File: config.mk
export PLATFORM = sky130hd
export DESIGN_NAME = riscv_alu
export DESIGN_NICKNAME = d
export VERILOG_FILES = /design/src/rtl/riscv_alu_pkg.sv /design/src/rtl/riscv_alu_shifter.sv /design/src/rtl/riscv_alu.sv
export SDC_FILE = /design/constraint.sdc
export NUM_CORES = 1
export LEC_CHECK = 0
export CAP_MARGIN = 20
export CORE_UTILIZATION = 60
export CTS_CLUSTER_DIAMETER = 80
export DETAILED_ROUTE_END_ITERATION = 6
export HOLD_SLACK_MARGIN = 0.02
export PLACE_DENSITY = 0.84
export SLEW_MARGIN = 20
export SYNTH_ARGS = -nofsm -noshare
export SYNTH_HDL_FRONTEND = slang
export SYNTH_SLANG_ARGS = --single-unit
File: constraint.sdc
create_clock -name clk -period 0.8 [get_ports clk]
set_input_delay 0.16 -clock clk [delete_from_list [all_inputs] [get_ports clk]]
set_output_delay 0.16 -clock clk [all_outputs]
set_load 0.02 [all_outputs]
File: src/rtl/riscv_alu_pkg.sv
// riscv_alu_pkg
// Shared definitions for the RV32I execute-stage ALU: operand width and the
// 4-bit opcode encoding used by the decoder, the ALU and its testbench.
// Optional feature macro: RISCV_ALU_MUL_EN (enables opcode 4'd11 = MUL low word).
package riscv_alu_pkg;

    localparam int XLEN = 32;
    localparam int SHAMT_W = 5;

    typedef enum logic [3:0] {
        ALU_ADD   = 4'd0,
        ALU_SUB   = 4'd1,
        ALU_SLL   = 4'd2,
        ALU_SLT   = 4'd3,
        ALU_SLTU  = 4'd4,
        ALU_XOR   = 4'd5,
        ALU_SRL   = 4'd6,
        ALU_SRA   = 4'd7,
        ALU_OR    = 4'd8,
        ALU_AND   = 4'd9,
        ALU_PASSB = 4'd10,
        ALU_MUL   = 4'd11
    } alu_op_e;

    // Signed less-than built from the unsigned compare: when the sign bits
    // differ the negative operand is smaller, otherwise unsigned order holds.
    function automatic logic slt_signed(input logic [XLEN-1:0] a,
                                        input logic [XLEN-1:0] b);
        if (a[XLEN-1] != b[XLEN-1])
            return a[XLEN-1];
        else
            return (a < b);
    endfunction

endpackage

File: src/rtl/riscv_alu_shifter.sv
// riscv_alu_shifter
// Combinational barrel shifter covering SLL, SRL and SRA.
// Ports:
//   data   in  32  value to shift
//   shamt  in  5   shift amount (0..31)
//   dir    in  1   0 = left, 1 = right
//   arith  in  1   right shifts only: 1 = sign fill, 0 = zero fill
//   result out 32  shifted value
module riscv_alu_shifter
    import riscv_alu_pkg::*;
(
    input  logic [XLEN-1:0]    data,
    input  logic [SHAMT_W-1:0] shamt,
    input  logic               dir,
    input  logic               arith,
    output logic [XLEN-1:0]    result
);

    logic [XLEN-1:0] shl;
    logic [XLEN-1:0] shr;

    always_comb begin
        shl = data << shamt;
        // Arithmetic right shift: extend by one bit carrying the fill value,
        // so one shifter serves both logical and arithmetic cases.
        shr = XLEN'($signed({arith & data[XLEN-1], data}) >>> shamt);
        result = dir ? shr : shl;
    end

endmodule

File: src/rtl/riscv_alu.sv
// riscv_alu
// RV32I integer ALU for the execute stage. One opcode selects one base integer
// operation; the result is registered (1-cycle latency, one op per cycle).
// Optional feature macro: RISCV_ALU_MUL_EN -- opcode 4'd11 returns the low
// 32 bits of A*B; when undefined no multiplier exists and 4'd11 yields 0.
// Ports:
//   clk       in  1   rising-edge clock
//   rstb      in  1   asynchronous active-low reset, clears alu_p_o
//   alu_op_i  in  4   operation select
//   alu_a_i   in  32  operand A (rs1 / PC)
//   alu_b_i   in  32  operand B (rs2 / immediate)
//   alu_p_o   out 32  registered result
module riscv_alu
    import riscv_alu_pkg::*;
(
    input  logic            clk,
    input  logic            rstb,
    input  logic [3:0]      alu_op_i,
    input  logic [XLEN-1:0] alu_a_i,
    input  logic [XLEN-1:0] alu_b_i,
    output logic [XLEN-1:0] alu_p_o
);

    logic [XLEN-1:0] shift_result;
    logic            shift_dir;
    logic            shift_arith;
    logic [XLEN-1:0] result_next;

    assign shift_dir   = (alu_op_i == ALU_SRL) || (alu_op_i == ALU_SRA);
    assign shift_arith = (alu_op_i == ALU_SRA);

    riscv_alu_shifter u_shifter (
        .data   (alu_a_i),
        .shamt  (alu_b_i[SHAMT_W-1:0]),
        .dir    (shift_dir),
        .arith  (shift_arith),
        .result (shift_result)
    );

    always_comb begin
        result_next = '0;
        case (alu_op_i)
            ALU_ADD:   result_next = alu_a_i + alu_b_i;
            ALU_SUB:   result_next = alu_a_i - alu_b_i;
            ALU_SLL,
            ALU_SRL,
            ALU_SRA:   result_next = shift_result;
            ALU_SLT:   result_next = {{(XLEN-1){1'b0}}, slt_signed(alu_a_i, alu_b_i)};
            ALU_SLTU:  result_next = {{(XLEN-1){1'b0}}, (alu_a_i < alu_b_i)};
            ALU_XOR:   result_next = alu_a_i ^ alu_b_i;
            ALU_OR:    result_next = alu_a_i | alu_b_i;
            ALU_AND:   result_next = alu_a_i & alu_b_i;
            ALU_PASSB: result_next = alu_b_i;
`ifdef RISCV_ALU_MUL_EN
            // Low word of the product is identical for signed and unsigned.
            ALU_MUL:   result_next = alu_a_i * alu_b_i;
`endif
            default:   result_next = '0;
        endcase
    end

    always_ff @(posedge clk or negedge rstb) begin
        if (!rstb)
            alu_p_o <= '0;
        else
            alu_p_o <= result_next;
    end

endmodule

==> results of run 1 <==
[synthesized netlist by cell type (9+ instances only)]
master      n
nor2_1    158
a21oi_1   141
nand2_1   124
o21ai_0   122
inv_1     108
ha_1       97
clkbuf_1   66
mux2i_1    51
mux4_2     45
dfrtp_1    32
nor3_1     32
nand3_1    26
o211ai_1   25
o21bai_1   19
a211oi_1   18
a21o_1     18
a221oi_1   18
buf_1      17
a22oi_1    15
buf_2      12
a31oi_1    11
o22ai_1    10
o31ai_1    10
nand2b_1    9
[through the flow]
step	std cells	area, sq um
3_3_place_gp	2032	14200
3_5_place_dp	2032	14200
2_1_floorplan	1353	9960
[kinds of logic after synthesis]
group,after synthesis
DFF,32
adders and majority gates,99
AOI/OAI and AO/OA,500
muxes,105
buffers and inverters,209
xor gates and xnor gates,4
and+or+nand+nor,404
==> impl_metrics.toml, run 1 <==
[outcome]
outcome = "aborted with a tool error"
outcome.stop_stage = "4_1_cts"
error = "[ERROR DPL-0038] Utilization greater than 100%, impossible to legalize"

[logic_synthesis]
combinational_family_with_the_most_area_after_synthesis = "compound AO/OA/AOI/OAI gates"
synth_top_cells_by_area = "ha_1, mux4_2, dfrtp_1, a21oi_1, o21ai_0"
fraction_of_registers_with_async_set_reset_pct = 100
yosys_most_used_dff = "dfrtp_1"
number_of_warning_messages_in_the_yosys_log = 0
synth_adder_area_share_pct = 13.0
syn-instance-count = 1353
yosysSeqAreaShare_pct = 8.33
fraction_of_the_mapped_netlist_area_in_simple_logic_gates_pct = 18.5
synth_top_area_share_pct = 12.6
synthDistinctLibCells = 87
post-synth-top-area-cell = "ha_1"
ys_seq_elements = 32
synth_edf_count = 0
syn_area_sq_um = 9610
syn_avg_cell_area_sq_um = 7.11
yosys-mux-area-fraction_pct = 16.9
synthesis.nets = 1522
post_synth_xor_area_fraction_pct = 0.364
synth-compound-area-share_pct = 34.2

[floorplanning]
die-height_microns = 129
die_w_microns = 129
initial_utilization_pct = 62.3
floorplan.io_pins = 102
fp-row-count = 45

[clock_network]
postCtsSetupBuffers = 67
clock-root-buffer = "clkbuf_16"
clock_tree.buffer_depth = 2
cts-buffers-inserted = 5
cts-hold-fix-buffers = 1
cts_htree_levels = 2
cts.sinks = 32
count_of_instances_resized_after_the_clock_tree_is_built = 687

[place]
dp_worst_setup_slack_ns = -3.14
detailedPlacementHpwl_microns = 41500
globalplace.congestion = 1.16
port_buffers = 101
==> inputs of run 2 (changes only) <==
--- a/config.mk
+++ b/config.mk
@@ -6,11 +6,9 @@
 export NUM_CORES = 1
 export LEC_CHECK = 0
 export CAP_MARGIN = 20
-export CORE_UTILIZATION = 60
-export CTS_CLUSTER_DIAMETER = 80
+export CORE_UTILIZATION = 40
 export DETAILED_ROUTE_END_ITERATION = 6
-export HOLD_SLACK_MARGIN = 0.02
-export PLACE_DENSITY = 0.84
+export PLACE_DENSITY_LB_ADDON = 0.15
 export SLEW_MARGIN = 20
 export SYNTH_ARGS = -nofsm -noshare
 export SYNTH_HDL_FRONTEND = slang
==> impl_metrics.toml, run 2 <==
[floorplanning]
die_w_microns = 157
floorplan.io_pins = 102
die-height_microns = 157
fp.dieArea_sq_um = 24700
core_area_sq_um = 23500
fp-row-count = 56
initial_utilization_pct = 40.8

[timing]
period_needed_ns = 2.89
rsz_0062_raised_after_global_routing = "true"
hold_slack_ns = 0.344
setup_viol = 64
timing.fmax_ghz = 0.346
post_route_clock_period_utilization_pct = 361
max-slew-margin-rel_pct = 45.3
hold_violations = 0
timing.final.max_slew_violations = 0
worst_slew_pin_slew_ns = 0.817
setup_ws_ns = -2.09

[critical_path]
critical_path.top_delay_family = "compound AO/OA/AOI/OAI gates"
path_max_fanout = 4
critical_path.startpoint_type = "primary input"
worst_ep_required_time_ns = 1.00
critical_path.startpoint = "alu_b_i[2]"
critical_path.max_stage_delay_ns = 0.44
worst_ep_arrival_time_ns = 3.09
criticalPathCategory = "primary input to register"
number_of_buffers_and_inverters_on_the_critical_path = 2
worstPathCellList = "buf_8 > clkinvlp_4 > ha_4 > o21bai_4 > a2111o_1 > a311oi_4 > o41ai_4 > a311o_2 > a221oi_4 > or4b_4 > nor2_1 > nand4bb_1 > a22o_1"
cp_slowest_cell = "a2111o_1"
crit_end_category = "register"

[logic_synthesis]
synthesis.nets = 1522
synth_top_cells_by_area = "ha_1, mux4_2, dfrtp_1, a21oi_1, o21ai_0"
post-synth-top-area-cell = "ha_1"
yosysSeqAreaShare_pct = 8.33
fraction_of_registers_with_async_set_reset_pct = 100
synth_top_area_share_pct = 12.6
syn-instance-count = 1353
number_of_warning_messages_in_the_yosys_log = 0
synth_edf_count = 0
yosys-top-cells-count = "nor2_1, a21oi_1, nand2_1"
synthDistinctLibCells = 87
syn_avg_cell_area_sq_um = 7.11
syn_area_sq_um = 9610
ys_seq_elements = 32
yosys_most_used_dff = "dfrtp_1"
synth.most_common_cell = "nor2_1"

[pwr]
power_leakage_nw = 7.93
total_power_mw = 17.1
pwr_cell_area_nw_per_um2 = 990
worst_supply_voltage_drop_on_vdd_v = 0.000805

[outcome]
outcome = "finished, violations left"
violations = "setup timing"

[route]
route.met2.wl_microns = 25300
wl_microns = 55000
drtIter0Drc = 1379
detailroute.wirelength.met3_microns = 4880
highest_layer = "met4"
route.antenna.remaining_nets = 0
route.detailed.vias_per_inst = 6.16
detailroute.via_count = 14108
wire_per_inst_microns = 24.0
detail_route.drc_violations = 0
routedLengthMet1_microns = 19700
first_pass_iters = 6

[clock_network]
cts_htree_levels = 2
clkTransAtPathRegs_ns = 0.06
cts-buffers-inserted = 5
clock-root-buffer = "clkbuf_16"
cts.sinks = 32
tritoncts = "built"
clock_tree.buffer_depth = 2

[final_layout]
most_common_cell_after_layout_fill_and_taps_aside = "buf_4"
layout-drive-gt1-share_pct = 49.7
syn2layout_area_growth_pct = 79.5
layout_top_registers = "alu_p_o (32)"
finalNetCount = 2138
final-instance-count-excl-fill = 2289
layout.cells.most_common_list = "buf_4, nor2_1, nand2_1, a21oi_1, buf_6"
most_flop_heavy_register = "alu_p_o"
largest_register_ff_count = 32
filler_cell_count = 1820

[global_routing]
maximum_number_of_pins_on_one_net_before_global_route_repair = 71
global_route_wire_length_before_repair_microns = 78700
antenna_found_initial = 0
gr-total-overflow = 0
globalRouteTotalUtil_pct = 43.1
via_count_of_the_first_global_routing_pass = 13483

[place]
port_buffers = 101
globalplace.congestion = 1.03
dp_worst_setup_slack_ns = -3.01
detailedPlacementHpwl_microns = 41000
placed_cells = 2195

[run]
drv_cap = 0

[hold_path]
hold_class = "primary input to async pin"
run 2: report_power, final:
part           leakage (nW)  internal [mW]  switching, mW
clock network        0.0760           1.31          0.838
logic                  7.45           6.24           6.69
registers             0.397           1.87          0.137
total                  7.93           9.42           7.66
run 2: tightest hold or removal path, stage by stage:
cell,delay [ns]
dlygate4sd3_1,0.52
buf_2,0.13
buf_12,0.20
run 2: area by class of cell:
type | instances | area [sq um] | share of cell area [%]
antenna | 1 | 2.50 | 0.0145
tap | 319 | 399 | 2.31
inverter | 110 | 448 | 2.60
timing repair buffer | 708 | 6070 | 35.2
multi-input combinational | 1112 | 9390 | 54.4
sequential | 32 | 801 | 4.64
clock buffer | 7 | 153 | 0.885
run 2: worst max path at each step:
stage	end	slack [ns]	cells after the start
after floorplan	alu_p_o[26]	-2.74	17
after global placement	alu_p_o[30]	-2.87	14
after detailed placement	alu_p_o[0]	-3.01	14
after CTS	alu_p_o[26]	-2.02	13
after global routing	alu_p_o[29]	-2.13	14
final	alu_p_o[26]	-2.09	13
run 2: per-layer routing:
layer	vias to the layer above	GRT usage (%)
li1	6262	-
met1	6686	49.7
met2	903	71.6
met3	257	6.88
met4	0	33.1
met5	-	0
run 2: cell families after synthesis:
logic type      Yosys count  synth area share, %
fa+ha+maj                99                 13.0
xor+xnor                  4                0.364
flops                    32                 8.33
mux                     105                 16.9
simple gates            404                 18.5
compound gates          500                 34.2
buf+inv                 209                 8.63
run 2: per-stage QoR:
stage	utilization [%]	instance area, sq um	TNS (ns)
final	73.3	17300	-58.39
after global routing	73.3	17300	-61.10
after global placement	62.7	14800	-83.97
after detailed placement	62.7	14800	-85.69
after floorplan	-	9960	-63.18
after CTS	69.7	16400	-55.69
run 2: timing repair:
item | 4_1_cts | 5_1_grt
pin swaps | 96 | 71
buffers inserted | 50 | 42
hold buffers | 1 | 0
endpoints found under the hold margin | 32 | 0
gates resized for setup | 576 | 136
gates cloned | 1 | 2
endpoints found under the setup margin | 64 | 64
Note: power is estimated with default switching activity, not from simulation.
